**config.mk**
```make
export PLATFORM = sky130hd
export DESIGN_NAME = vga_timing_gen_flat
export DESIGN_NICKNAME = d
export VERILOG_FILES = /design/src/rtl/vga_timing_gen_if.sv /design/src/rtl/vga_timing_gen.sv /design/src/flat_wrapper.sv
export SDC_FILE = /design/constraint.sdc
export NUM_CORES = 1
export LEC_CHECK = 0
export CAP_MARGIN = 20
export CORE_MARGIN = 2
export CORE_UTILIZATION = 40
export CTS_CLUSTER_DIAMETER = 30
export DETAILED_ROUTE_END_ITERATION = 12
export HOLD_SLACK_MARGIN = 0.02
export SYNTH_ARGS = -nofsm -noshare
export SYNTH_HDL_FRONTEND = slang
export SYNTH_SLANG_ARGS = --single-unit
```
**constraint.sdc**
```tcl
create_clock -name clk -period 3.1 [get_ports clk]
set_input_delay 0.465 -clock clk [delete_from_list [all_inputs] [get_ports clk]]
set_output_delay 0.465 -clock clk [all_outputs]
set_load 0.02 [all_outputs]
```
**src/rtl/vga_timing_gen_if.sv**
```systemverilog
// Raster timing bundle between the VGA timing generator and its consumers
// (memory controller, sync pins, reel animation).
interface vga_timing_gen_if;
  logic        pix_en;
  logic [10:0] hcount;
  logic [9:0]  vcount;
  logic        hsync;
  logic        vsync;
  logic        active_video;
  logic        frame_start;
  logic        vblank_start;
  logic [15:0] frame_count;

  modport master (
    input  pix_en,
    output hcount, vcount, hsync, vsync, active_video,
    output frame_start, vblank_start, frame_count
  );

  modport slave (
    output pix_en,
    input  hcount, vcount, hsync, vsync, active_video,
    input  frame_start, vblank_start, frame_count
  );
endinterface

```
**src/rtl/vga_timing_gen.sv**
```systemverilog
// 640x480@60 VGA raster timing: registered counts, syncs, active video and
// per-frame markers, all decoded from the next-state counts for zero skew.
module vga_timing_gen #(
  parameter int unsigned H_ACTIVE = 640,
  parameter int unsigned H_FRONT  = 16,
  parameter int unsigned H_SYNC   = 96,
  parameter int unsigned H_BACK   = 48,
  parameter int unsigned V_ACTIVE = 480,
  parameter int unsigned V_FRONT  = 10,
  parameter int unsigned V_SYNC   = 2,
  parameter int unsigned V_BACK   = 33
) (
  input  logic             clk,
  input  logic             reset_n,
  vga_timing_gen_if.master vga
);

  localparam int unsigned H_TOTAL = H_ACTIVE + H_FRONT + H_SYNC + H_BACK;
  localparam int unsigned V_TOTAL = V_ACTIVE + V_FRONT + V_SYNC + V_BACK;

  localparam logic [10:0] H_LAST = 11'(H_TOTAL - 1);
  localparam logic [10:0] H_VIS  = 11'(H_ACTIVE);
  localparam logic [10:0] HS_BEG = 11'(H_ACTIVE + H_FRONT);
  localparam logic [10:0] HS_END = 11'(H_ACTIVE + H_FRONT + H_SYNC);
  localparam logic [9:0]  V_LAST = 10'(V_TOTAL - 1);
  localparam logic [9:0]  V_VIS  = 10'(V_ACTIVE);
  localparam logic [9:0]  VS_BEG = 10'(V_ACTIVE + V_FRONT);
  localparam logic [9:0]  VS_END = 10'(V_ACTIVE + V_FRONT + V_SYNC);

  logic        h_wrap;
  logic [10:0] h_nxt;
  logic [9:0]  v_nxt;
  logic        hsync_nxt;
  logic        vsync_nxt;
  logic        active_nxt;
  logic        at_origin;
  logic        at_vblank;

  always_comb begin
    // Out-of-range counts are treated as the end of their range so they
    // recover to 0 on the next advance.
    h_wrap = (vga.hcount == H_LAST) || (vga.hcount > H_LAST);
    h_nxt  = h_wrap ? '0 : vga.hcount + 11'd1;

    if (vga.vcount > V_LAST)
      v_nxt = '0;
    else if (h_wrap)
      v_nxt = (vga.vcount == V_LAST) ? '0 : vga.vcount + 10'd1;
    else
      v_nxt = vga.vcount;

    hsync_nxt  = !((h_nxt >= HS_BEG) && (h_nxt < HS_END));
    vsync_nxt  = !((v_nxt >= VS_BEG) && (v_nxt < VS_END));
    active_nxt = (h_nxt < H_VIS) && (v_nxt < V_VIS);
    at_origin  = (h_nxt == '0) && (v_nxt == '0);
    at_vblank  = (h_nxt == '0) && (v_nxt == V_VIS);
  end

  always_ff @(posedge clk) begin
    if (!reset_n) begin
      // Park at the last position of the frame so the first advance lands on
      // (0,0) and the sync/active decode stays consistent while in reset.
      vga.hcount       <= H_LAST;
      vga.vcount       <= V_LAST;
      vga.hsync        <= 1'b1;
      vga.vsync        <= 1'b1;
      vga.active_video <= 1'b0;
      vga.frame_start  <= 1'b0;
      vga.vblank_start <= 1'b0;
      vga.frame_count  <= '0;
    end else if (vga.pix_en) begin
      vga.hcount       <= h_nxt;
      vga.vcount       <= v_nxt;
      vga.hsync        <= hsync_nxt;
      vga.vsync        <= vsync_nxt;
      vga.active_video <= active_nxt;
      vga.frame_start  <= at_origin;
      vga.vblank_start <= at_vblank;
      if (at_origin)
        vga.frame_count <= vga.frame_count + 16'd1;
    end else begin
      vga.frame_start  <= 1'b0;
      vga.vblank_start <= 1'b0;
    end
  end

endmodule

```
**src/flat_wrapper.sv**
```systemverilog
// flat-port wrapper written by rule: the top's interface ports become plain ports
module vga_timing_gen_flat 
#(
  parameter int unsigned H_ACTIVE = 640,
  parameter int unsigned H_FRONT  = 16,
  parameter int unsigned H_SYNC   = 96,
  parameter int unsigned H_BACK   = 48,
  parameter int unsigned V_ACTIVE = 480,
  parameter int unsigned V_FRONT  = 10,
  parameter int unsigned V_SYNC   = 2,
  parameter int unsigned V_BACK   = 33
)
  (clk, reset_n, vga_pix_en, vga_hcount, vga_vcount, vga_hsync, vga_vsync, vga_active_video, vga_frame_start, vga_vblank_start, vga_frame_count);
  vga_timing_gen_if vga_i ();
  input  logic clk;
  input  logic reset_n;
  input wire logic [$bits(vga_i.pix_en)-1:0] vga_pix_en;
  output wire logic [$bits(vga_i.hcount)-1:0] vga_hcount;
  output wire logic [$bits(vga_i.vcount)-1:0] vga_vcount;
  output wire logic [$bits(vga_i.hsync)-1:0] vga_hsync;
  output wire logic [$bits(vga_i.vsync)-1:0] vga_vsync;
  output wire logic [$bits(vga_i.active_video)-1:0] vga_active_video;
  output wire logic [$bits(vga_i.frame_start)-1:0] vga_frame_start;
  output wire logic [$bits(vga_i.vblank_start)-1:0] vga_vblank_start;
  output wire logic [$bits(vga_i.frame_count)-1:0] vga_frame_count;
  assign vga_i.pix_en = vga_pix_en;
  assign vga_hcount = vga_i.hcount;
  assign vga_vcount = vga_i.vcount;
  assign vga_hsync = vga_i.hsync;
  assign vga_vsync = vga_i.vsync;
  assign vga_active_video = vga_i.active_video;
  assign vga_frame_start = vga_i.frame_start;
  assign vga_vblank_start = vga_i.vblank_start;
  assign vga_frame_count = vga_i.frame_count;
  vga_timing_gen #(.H_ACTIVE(H_ACTIVE), .H_FRONT(H_FRONT), .H_SYNC(H_SYNC), .H_BACK(H_BACK), .V_ACTIVE(V_ACTIVE), .V_FRONT(V_FRONT), .V_SYNC(V_SYNC), .V_BACK(V_BACK)) u_core (.clk(clk), .reset_n(reset_n), .vga(vga_i));
endmodule
```
==> results of run 1 <==
## cell type report
type                       count  share of cell area, %
clock inverter                 2                  0.398
tap                           77                   2.79
clock buffer                   6                   2.10
inverter                       9                  0.977
sequential                    42                   24.3
timing repair buffer          73                   19.0
multi-input combinational    270                   50.4
## cells in the mapped netlist, types with 5 or more instances
cell / count
sky130_fd_sc_hd__inv_1: 9
sky130_fd_sc_hd__nor3_1: 11
sky130_fd_sc_hd__and4_1: 6
sky130_fd_sc_hd__and3_1: 10
sky130_fd_sc_hd__or4_1: 14
sky130_fd_sc_hd__o21ai_0: 20
sky130_fd_sc_hd__dfxtp_1: 42
sky130_fd_sc_hd__xor2_1: 5
sky130_fd_sc_hd__buf_2: 10
sky130_fd_sc_hd__nand3_1: 11
sky130_fd_sc_hd__nand2b_1: 5
sky130_fd_sc_hd__o31ai_1: 17
sky130_fd_sc_hd__nor4_1: 6
sky130_fd_sc_hd__nor2_1: 22
sky130_fd_sc_hd__a21oi_1: 33
sky130_fd_sc_hd__or3_1: 5
sky130_fd_sc_hd__nand2_1: 33
sky130_fd_sc_hd__nand4_1: 11
sky130_fd_sc_hd__clkbuf_1: 14
## state kept, by name (all words and copies together), names as in the netlist
signal,count
u_core.vga.vblank_start,1
u_core.vga.vsync,1
u_core.vga.frame_start,1
u_core.vga.hcount,11
u_core.vga.hsync,1
u_core.vga.frame_count,16
u_core.vga.vcount,10
u_core.vga.active_video,1
## tightest hold or removal path, stage by stage, from the launching register on
cell                      delay, ps
sky130_fd_sc_hd__dfxtp_1        330
sky130_fd_sc_hd__nand2_1         50
sky130_fd_sc_hd__mux2i_1         60
## power by group
part           switching (uW)  internal, uW
Combinational             391           252
Sequential               32.7           565
Clock                     202           159
## metrics by stage
stage / std cells / power (uW) / hold WS, ps / instance area, sq um / utilization [%]
after floorplan: 349 / 1010 / 540 / 2710 / -
after global placement: 471 / 1220 / 458 / 3330 / 51.5
after detailed placement: 471 / 1220 / 472 / 3330 / 51.5
after CTS: 479 / 1590 / 486 / 3410 / 52.9
after global routing: 479 / 1700 / 500 / 3460 / 53.5
final: 479 / 1600 / 483 / 3460 / 53.5
## metal layers
layer / share of wire (%) / vias up / track usage, %
met5: 0 / - / 0
met4: 0.95 / 0 / 4.26
met3: 5.0 / 10 / 3.05
met2: 45 / 87 / 34.4
met1: 49 / 1377 / 30.2
li1: - / 1428 / -
## kinds of logic (layout without fill, tap and decap cells)
logic type	Yosys count	in the layout
simple gates	149	149
compound gates	106	106
flops	42	42
buf+inv	37	90
xor+xnor	7	7
fa+ha+maj	4	4
mux	4	4
## cell usage in the layout (no fill, tap or decap), types with 3 or more instances in the layout
cell type                         synthesis  routed
sky130_fd_sc_hd__nand4b_1                 3       3
sky130_fd_sc_hd__ha_1                     4       4
sky130_fd_sc_hd__nor3_1                  11      11
sky130_fd_sc_hd__nand2b_1                 5       5
sky130_fd_sc_hd__mux2i_1                  4       4
sky130_fd_sc_hd__inv_1                    9       9
sky130_fd_sc_hd__a211oi_1                 4       4
sky130_fd_sc_hd__nand2_1                 33      33
sky130_fd_sc_hd__dfxtp_1                 42      42
sky130_fd_sc_hd__buf_4                    0      29
sky130_fd_sc_hd__xor2_1                   5       5
sky130_fd_sc_hd__o31ai_1                 17      17
sky130_fd_sc_hd__or3_1                    5       4
sky130_fd_sc_hd__nor2_1                  22      22
sky130_fd_sc_hd__o21ai_0                 20      20
sky130_fd_sc_hd__nand4_1                 11      11
sky130_fd_sc_hd__a21oi_1                 33      33
sky130_fd_sc_hd__nor3b_1                  3       3
sky130_fd_sc_hd__a31oi_1                  3       3
sky130_fd_sc_hd__clkbuf_8                 0       5
sky130_fd_sc_hd__and3_1                  10      10
sky130_fd_sc_hd__nand3_1                 11      11
sky130_fd_sc_hd__nor4_1                   6       6
sky130_fd_sc_hd__or4_1                   14      14
sky130_fd_sc_hd__and2_1                   3       3
sky130_fd_sc_hd__and4_1                   6       6
sky130_fd_sc_hd__clkdlybuf4s50_1          0      44
## what timing repair did
action,CTS,global route
setup buffers,0,0
endpoints found under the hold margin,0,0
resized for setup,0,5
hold buffers,0,0
endpoints found under the setup margin,0,14
## worst min path at each step
stage	to	cells after the start	from
after floorplan	u_core.vga.frame_count[15]$_SDFFE_PN0P_	2	u_core.vga.frame_count[15]$_SDFFE_PN0P_
after global placement	u_core.vga.frame_count[15]$_SDFFE_PN0P_	2	u_core.vga.frame_count[15]$_SDFFE_PN0P_
after detailed placement	u_core.vga.frame_count[15]$_SDFFE_PN0P_	2	u_core.vga.frame_count[15]$_SDFFE_PN0P_
after CTS	u_core.vga.frame_count[15]$_SDFFE_PN0P_	2	u_core.vga.frame_count[15]$_SDFFE_PN0P_
after global routing	u_core.vga.frame_count[15]$_SDFFE_PN0P_	2	u_core.vga.frame_count[15]$_SDFFE_PN0P_
final	u_core.vga.frame_count[15]$_SDFFE_PN0P_	2	u_core.vga.frame_count[15]$_SDFFE_PN0P_
==> run summary, run 1 <==
For this run, the leading register cell type out of synthesis is sky130_fd_sc_hd__dfxtp_1. For the global-route usage over all layers, the log shows 21.2%. The time the worst path needs with I/O delays and setup was 2870 ps; the DRC violations left was 0.

Traced cell by cell, the critical path runs through nand3_4, o21ai_1, a21oi_1, a2111oi_4, buf_4, o21ai_2, or4_1, a21oi_1. In this run the worst path has a maximum fanout of 12. The run gives 0 as the number of antenna diodes. For the number of nets produced by synthesis, the log shows 356. Once the floorplan was initialized, standard cells occupied 41.9% of the core. The tools report the post-place setup slack as 95.7 ps. The cell that appears most often on the critical path is sky130_fd_sc_hd__a21oi_1.

The flow ran to the end, and the final reports show no timing, DRC or antenna violations. At the pin with the least slew margin, the transition time is 738 ps. The logs give 11.6 ps for the worst clock skew on the final layout and 0 for the total of warnings raised by yosys. The synthesis-stage register bit count is 42, and the critical path depth in cells is 8. The die covers 7440 sq um. For the number of primary I/O pins, the log shows 45. The xor/xnor share of the synthesized area was 2.27%. The sequential cells in the finished layout cover a total of 841 sq um.

The worst setup path is launched from a register. Summed over all layers, the global routing overflow is 0. CTS saw 42 sinks. In this run, the number of DRC markers left after iteration 0 of detailed routing was 192. Dividing the synthesized area by the synthesized cell count gives 7.75 sq um. The clock-pin slew on the worst setup and hold paths is 90 ps, and the worst path buffer plus inverter count is 1.

The simple-gate share of the synthesized area is 30.9%, and the worst-skew pair later-pin latency is 300 ps. The share of the Yosys chip area taken by registers is 31.1%. Relative to the synthesized area, the layout overhead comes to 27.7%. The multiplexer share of the synthesized area is 1.48%, and the number of endpoints with negative hold slack in the final report is 0. Setup repair after global routing left no endpoint under its margin. The run gives 0 as the setup violation total in the final timing report. The number of cells on the worst reg-to-reg path is 8.

The detail route stage leaves a number of antenna-violating nets equal to 0. For the worst setup path, the data arrival time is 3090 ps. Entering global routing, the biggest net connects 23 pins. Critical path startpoint: u_core.vga.hcount[3]$_SDFFE_PN1P_.

For this run, asynchronously set or reset flops after synthesis account for 0%. From bottom edge to top edge, the die measures 86.3 microns. The floorplan step set the die width to 86.3 microns.

The worst pin sits at a relative slew slack of 50.7%. In this run, synthesis inferred 0 flip-flops with an integrated enable. The first global-routing pass estimated 12700 microns of wire. In the final routed layout, each cell accounts on average for 16.3 microns. The adder-cell share of the synthesized area was 1.85%.

The kind of cell with the highest combined delay along the critical path is compound AO/OA/AOI/OAI gates. In the finished design, the share of the clock period the worst path needs comes to 92.5%. Across the run, the number of max-cap violations was 0. The count of buffers added on input and output ports is 44.

The synthesized netlist devotes 26.3% of its cell area to compound gates. Static timing analysis puts the maximum clock frequency at 0.349 GHz. The multi-input combinational cells in the finished layout cover a total of 1740 sq um.

In this run the number of H-tree levels came out at 2. The reported leakage power is 0.00123 uW. The tools report the final net count as 408.

The floorplan has 29 rows. The tools report the maximum clock path buffer count as 2. The number of vias in the routed layout is 2902. The count of unique library cells instantiated by Yosys is 58. The number of clock buffers added by TritonCTS is 5. The via count of the first global-routing pass is 2536, and the cell area power density is 463 nW/um^2. Once detailed placement completed, the half-perimeter wirelength came to 5640 microns. The worst vdd rail ir drop is 0.229 mV. Summed over all failing endpoints, the final setup total negative slack is 0 ps.

The critical path is of the register to register type. After synthesis, the largest area contributor takes up 31.1% of total cell area. The worst hold path belongs to the class register to register. The run gives 0 as the initial antenna violation count. For the first-pass detailed-route iteration total, the log shows 5.

Counting the fill cells in the layout gives 625. The gate count after technology mapping came out at 349. The startpoint identified for the worst register-to-register timing path is u_core.vga.hcount[3]$_SDFFE_PN1P_. In this run the standard cell core region covers 6460 sq um.

For this run, the slowest stage of the critical path takes 540 ps. After layout, the worst setup slack is 231 ps. The sum of routed wire length over all layers is 7810 microns. STA classifies the critical path endpoint as a register. The congestion estimate from routability-driven global placement came to 0.898.

The slowest stage of the critical path belongs to the cell sky130_fd_sc_hd__dfxtp_1. Mean number of vias per cell: 6.06. The worst setup slack for register-to-register paths was 230 ps. The tools report the area of the mapped netlist as 2710 sq um. The run gives 0 as the final number of max-transition violations. The dominant combinational cell family by area after synthesis was simple AND/OR/NAND/NOR gates. The top cell type by total area after synthesis was sky130_fd_sc_hd__dfxtp_1.

Following the worst setup path forward leads to its endpoint at u_core.vga.frame_count[5]$_SDFFE_PN0P_. The worst register-to-register path ends at u_core.vga.frame_count[5]$_SDFFE_PN0P_. STA puts the critical path data required time at 3320 ps.

By area the synthesized netlist is led by sky130_fd_sc_hd__dfxtp_1 (31%), sky130_fd_sc_hd__a21oi_1 (6.1%), sky130_fd_sc_hd__o31ai_1 (4.7%), sky130_fd_sc_hd__nand2_1 (4.6%), sky130_fd_sc_hd__or4_1 (3.9%). The root buffer cell chosen for the clock tree is sky130_fd_sc_hd__clkbuf_8. TritonCTS built the clock tree. Of the cells placed in the final design, the portion with a size suffix greater than 1 is 12.9%.
No activity file was read; power rests on OpenSTA's default activity.
==> inputs of run 2 (changes only) <==
Settings changed: CORE_UTILIZATION 40 to 54, PLACE_DENSITY set to 0.81.
==> run 2 against run 1 <==
Via count up 3.8%; final area about the same; cell count is 1.7% lower; fmax grew 0.89%; wire length up 1.1%; register-to-register slack improved by 30 ps; non-clock buffer count is 2 higher; worst setup slack improved by 25 ps; power up 2.1%; utilization increased by 19 points; combinational power is 5.4% higher; largest power group unchanged.
==> run summary, run 2 (synthesized netlist as in run 1, its figures left out) <==
The class of the worst hold path is register to register (unchanged). TritonCTS built the clock tree. The cell area power density was 473 nW/um^2 (was 463 nW/um^2). Post-layout utilization of the core: 72.2% (was 53.5%). Final worst-path cycle share: 91.7% (was 92.5%).

Time the worst path needs with I/O delays and setup: 2840 ps (was 2870 ps). The die outline width came out at 74.8 microns (was 86.3 microns). The number of antenna diodes came out at 0 (unchanged).

The flip-flop count of the largest register, all copies and words added is 16 (unchanged). Register ranked first by flip-flop count: u_core.vga.frame_count (unchanged). The length of routed met2 wiring is 3650 microns (was 3500 microns). The capture point of the worst reg-to-reg path was u_core.vga.frame_count[11]$_SDFFE_PN0P_ (was u_core.vga.frame_count[5]$_SDFFE_PN0P_).

The tools report the area of the core as 4790 sq um (was 6460 sq um). The tools report the critical path startpoint as u_core.vga.vcount[0]$_SDFFE_PN0P_ (was u_core.vga.hcount[3]$_SDFFE_PN1P_). The actual transition at the worst max-transition pin is 964 ps (was 738 ps). The flow ran to the end, and the final reports show no timing, DRC or antenna violations. The run gives 2 (unchanged) as the maximum clock path buffer count. For the number of violations of the max-capacitance limit, the log shows 0 (unchanged). The HPWL after detailed placement is 5520 microns (was 5640 microns).

The worst-skew pair later-pin latency was 310 ps (was 300 ps). The kind of capture point of the worst setup path was a register (unchanged). For the leftover overflow at the end of global routing, the log shows 0 (unchanged). The part of the total power dissipated in sequential elements is 36.4% (was 37.3%), and the largest fanout on the critical path is 12 (unchanged). The tools report the pin count of the biggest net entering global routing as 31 (was 23).

The launch point of the worst reg-to-reg path is u_core.vga.vcount[0]$_SDFFE_PN0P_ (was u_core.vga.hcount[3]$_SDFFE_PN1P_). For the reported leakage power, the log shows 0.00123 uW (about the same). For the number of filler instances in the final layout, the log shows 405 (was 625). For the number of levels the H-tree was split into, the log shows 2 (unchanged).

The remaining number of nets flagged by the antenna check after routing came out at 0 (unchanged). The share of layout cells above drive strength 1 was 13.9% (was 12.9%). The run gives 41.4% (was 40.1%) as the portion of total power attributed to combinational logic. Detail-routed net length per standard cell: 16.8 microns (was 16.3 microns).

For the number of vias in the routed layout, the log shows 3012 (was 2902). The tools report the number of endpoints with negative hold slack in the final report as 0 (unchanged). The tools report the total CTS buffers as 5 (unchanged).

The tools report the portion of total power attributed to the clock network as 22.2% (was 22.5%). The area growth from synthesis to final layout came out at 27.7% (about the same). Number of primary I/O pins: 45 (unchanged). Setup repair after global routing left no endpoint under its margin. The global-route usage over all layers came out at 29.4% (was 21.2%).

The mean number of vias per cell came out at 6.39 (was 6.06). The tools report the buffer type at the clock tree root as sky130_fd_sc_hd__clkbuf_8 (unchanged). The arrival time reported for the critical path endpoint is 3080 ps (was 3090 ps), and the final weighted congestion in routability-driven placement is 0.947 (was 0.898). The first-pass detailed-route iteration total was 5 (unchanged).

The sum of routed wire segments on met1 is 3450 microns (was 3840 microns), and the worst clock skew on the final layout is 10.4 ps (was 11.6 ps). The vertical die dimension is 74.8 microns (was 86.3 microns), and the detailed route wirelength on metal3 is 679 microns (was 387 microns). The capturing element of the worst setup path was u_core.vga.frame_count[11]$_SDFFE_PN0P_ (was u_core.vga.frame_count[5]$_SDFFE_PN0P_). The via count of the first global-routing pass is 2671 (was 2536), and the quantity of I/O buffers inserted on ports is 44 (unchanged). The switching power share of the total is 39.0% (about the same), and the worst slew margin relative to its limit is 35.6% (was 50.7%). The internal power is 998 uW (was 977 uW). The die outline area is 5590 sq um (was 7440 sq um). The setup violation total in the final timing report is 0 (unchanged), and the wire length of the first global-routing pass is 12800 microns (was 12700 microns). The leading cell type in the layout, fill and taps excluded was sky130_fd_sc_hd__clkdlybuf4s50_1 (unchanged).

For the row count, the log shows 25 (was 29). The worst vdd rail ir drop came out at 0.365 mV (was 0.229 mV). The final net count was 410 (was 408); the peak clock frequency supported by timing was 0.352 GHz (was 0.349 GHz). Highest metal layer used by the detailed router: met4 (unchanged). Type of the worst setup path: register to register (unchanged). The tools report the DRC violations left as 0 (unchanged).

The initial antenna violation count was 0 (unchanged); the final number of max-transition violations was 0 (unchanged). The required time of the critical path was 3330 ps (was 3320 ps). The tools report the type of origin of the critical path as a register (unchanged). Count of routing violations after the opening detailed-route iteration: 246 (was 192). The number of clock sinks is 42 (unchanged), and the effective utilization at floorplan is 56.5% (was 41.9%). Commonest cells after routing, fill and taps aside: sky130_fd_sc_hd__clkdlybuf4s50_1 (44), sky130_fd_sc_hd__dfxtp_1 (40), sky130_fd_sc_hd__a21oi_1 (33), sky130_fd_sc_hd__nand2_1 (33), sky130_fd_sc_hd__buf_4 (31) (was sky130_fd_sc_hd__clkdlybuf4s50_1 (44), sky130_fd_sc_hd__dfxtp_1 (42), sky130_fd_sc_hd__a21oi_1 (33), sky130_fd_sc_hd__nand2_1 (33), sky130_fd_sc_hd__buf_4 (29)).

The worst setup slack for register-to-register paths is 260 ps (was 230 ps). Biggest regs: u_core.vga.frame_count: 16 flops, u_core.vga.hcount: 11 flops, u_core.vga.vcount: 10 flops (unchanged). The number of cells on the worst reg-to-reg path was 10 (was 8).

The switching power summed over all nets was 638 uW (was 625 uW). The cell depth of the worst min-delay path is 2 (unchanged). The aggregate negative setup slack was 0 ps (unchanged); the sum of routed wire length over all layers was 7890 microns (was 7810 microns). The clock-pin slew on the worst setup and hold paths is 80 ps (was 90 ps).
[run 2: through the flow]
step	instances	worst slack [ps]	cell area, sq um	total power [uW]	hold slack (ps)
3_5_place_dp	463	123	3330	1250	480
3_3_place_gp	463	222	3330	1240	456
5_1_grt	471	36.2	3460	1720	517
6_report	471	256	3460	1640	492
4_1_cts	471	93.9	3420	1610	497
2_1_floorplan	349	268	2710	1010	540
[run 2: layout make-up]
cell class              count  area (sq um)  area share [%]
multi-input cells         270          1740            50.2
flip-flops and latches     42           843            24.4
repair buffers             75           673            19.5
well taps                  67          83.8            2.43
clock buffers               6          72.6            2.10
inverters                   9          33.8           0.978
clock inverters             2          13.8           0.398
[run 2: power groups by stage]
stage | Clock, uW | Combinational, uW | Sequential, uW
after floorplan | 0 | 372 | 635
after global placement | 0 | 631 | 605
after detailed placement | 0 | 640 | 606
after CTS | 368 | 644 | 593
after global routing | 393 | 724 | 598
final | 363 | 678 | 595
[run 2: metal layers]
layer	vias up	track usage, %
met5	-	0
met4	0	8.33
met3	13	7.10
met2	145	46.8
met1	1411	40.0
li1	1443	-
[run 2: critical path, cell delays in order, from the launching register on]
cell and delay [ps]:
sky130_fd_sc_hd__dfxtp_2 400, sky130_fd_sc_hd__inv_1 90, sky130_fd_sc_hd__ha_1 210, sky130_fd_sc_hd__nand4b_1 200, sky130_fd_sc_hd__nand4_1 120, sky130_fd_sc_hd__nor4b_1 240
sky130_fd_sc_hd__a41oi_1 210, sky130_fd_sc_hd__buf_4 180, sky130_fd_sc_hd__a2111o_2 520, sky130_fd_sc_hd__or4_1 440, sky130_fd_sc_hd__a21oi_1 150
[run 2: timing repair]
item | in CTS | in global routing
buffers inserted | 0 | 0
hold buffers | 0 | 0
endpoints found under the setup margin | 0 | 14
gates resized for setup | 0 | 7
[run 2: how the worst min path moves through the flow]
stage / start / to
2_1_floorplan: u_core.vga.frame_count[15]$_SDFFE_PN0P_ / u_core.vga.frame_count[15]$_SDFFE_PN0P_
3_3_place_gp: u_core.vga.frame_count[15]$_SDFFE_PN0P_ / u_core.vga.frame_count[15]$_SDFFE_PN0P_
3_5_place_dp: u_core.vga.frame_count[15]$_SDFFE_PN0P_ / u_core.vga.frame_count[15]$_SDFFE_PN0P_
4_1_cts: u_core.vga.frame_count[13]$_SDFFE_PN0P_ / u_core.vga.frame_count[13]$_SDFFE_PN0P_
5_1_grt: u_core.vga.frame_count[7]$_SDFFE_PN0P_ / u_core.vga.frame_count[7]$_SDFFE_PN0P_
6_report: u_core.vga.frame_count[13]$_SDFFE_PN0P_ / u_core.vga.frame_count[13]$_SDFFE_PN0P_
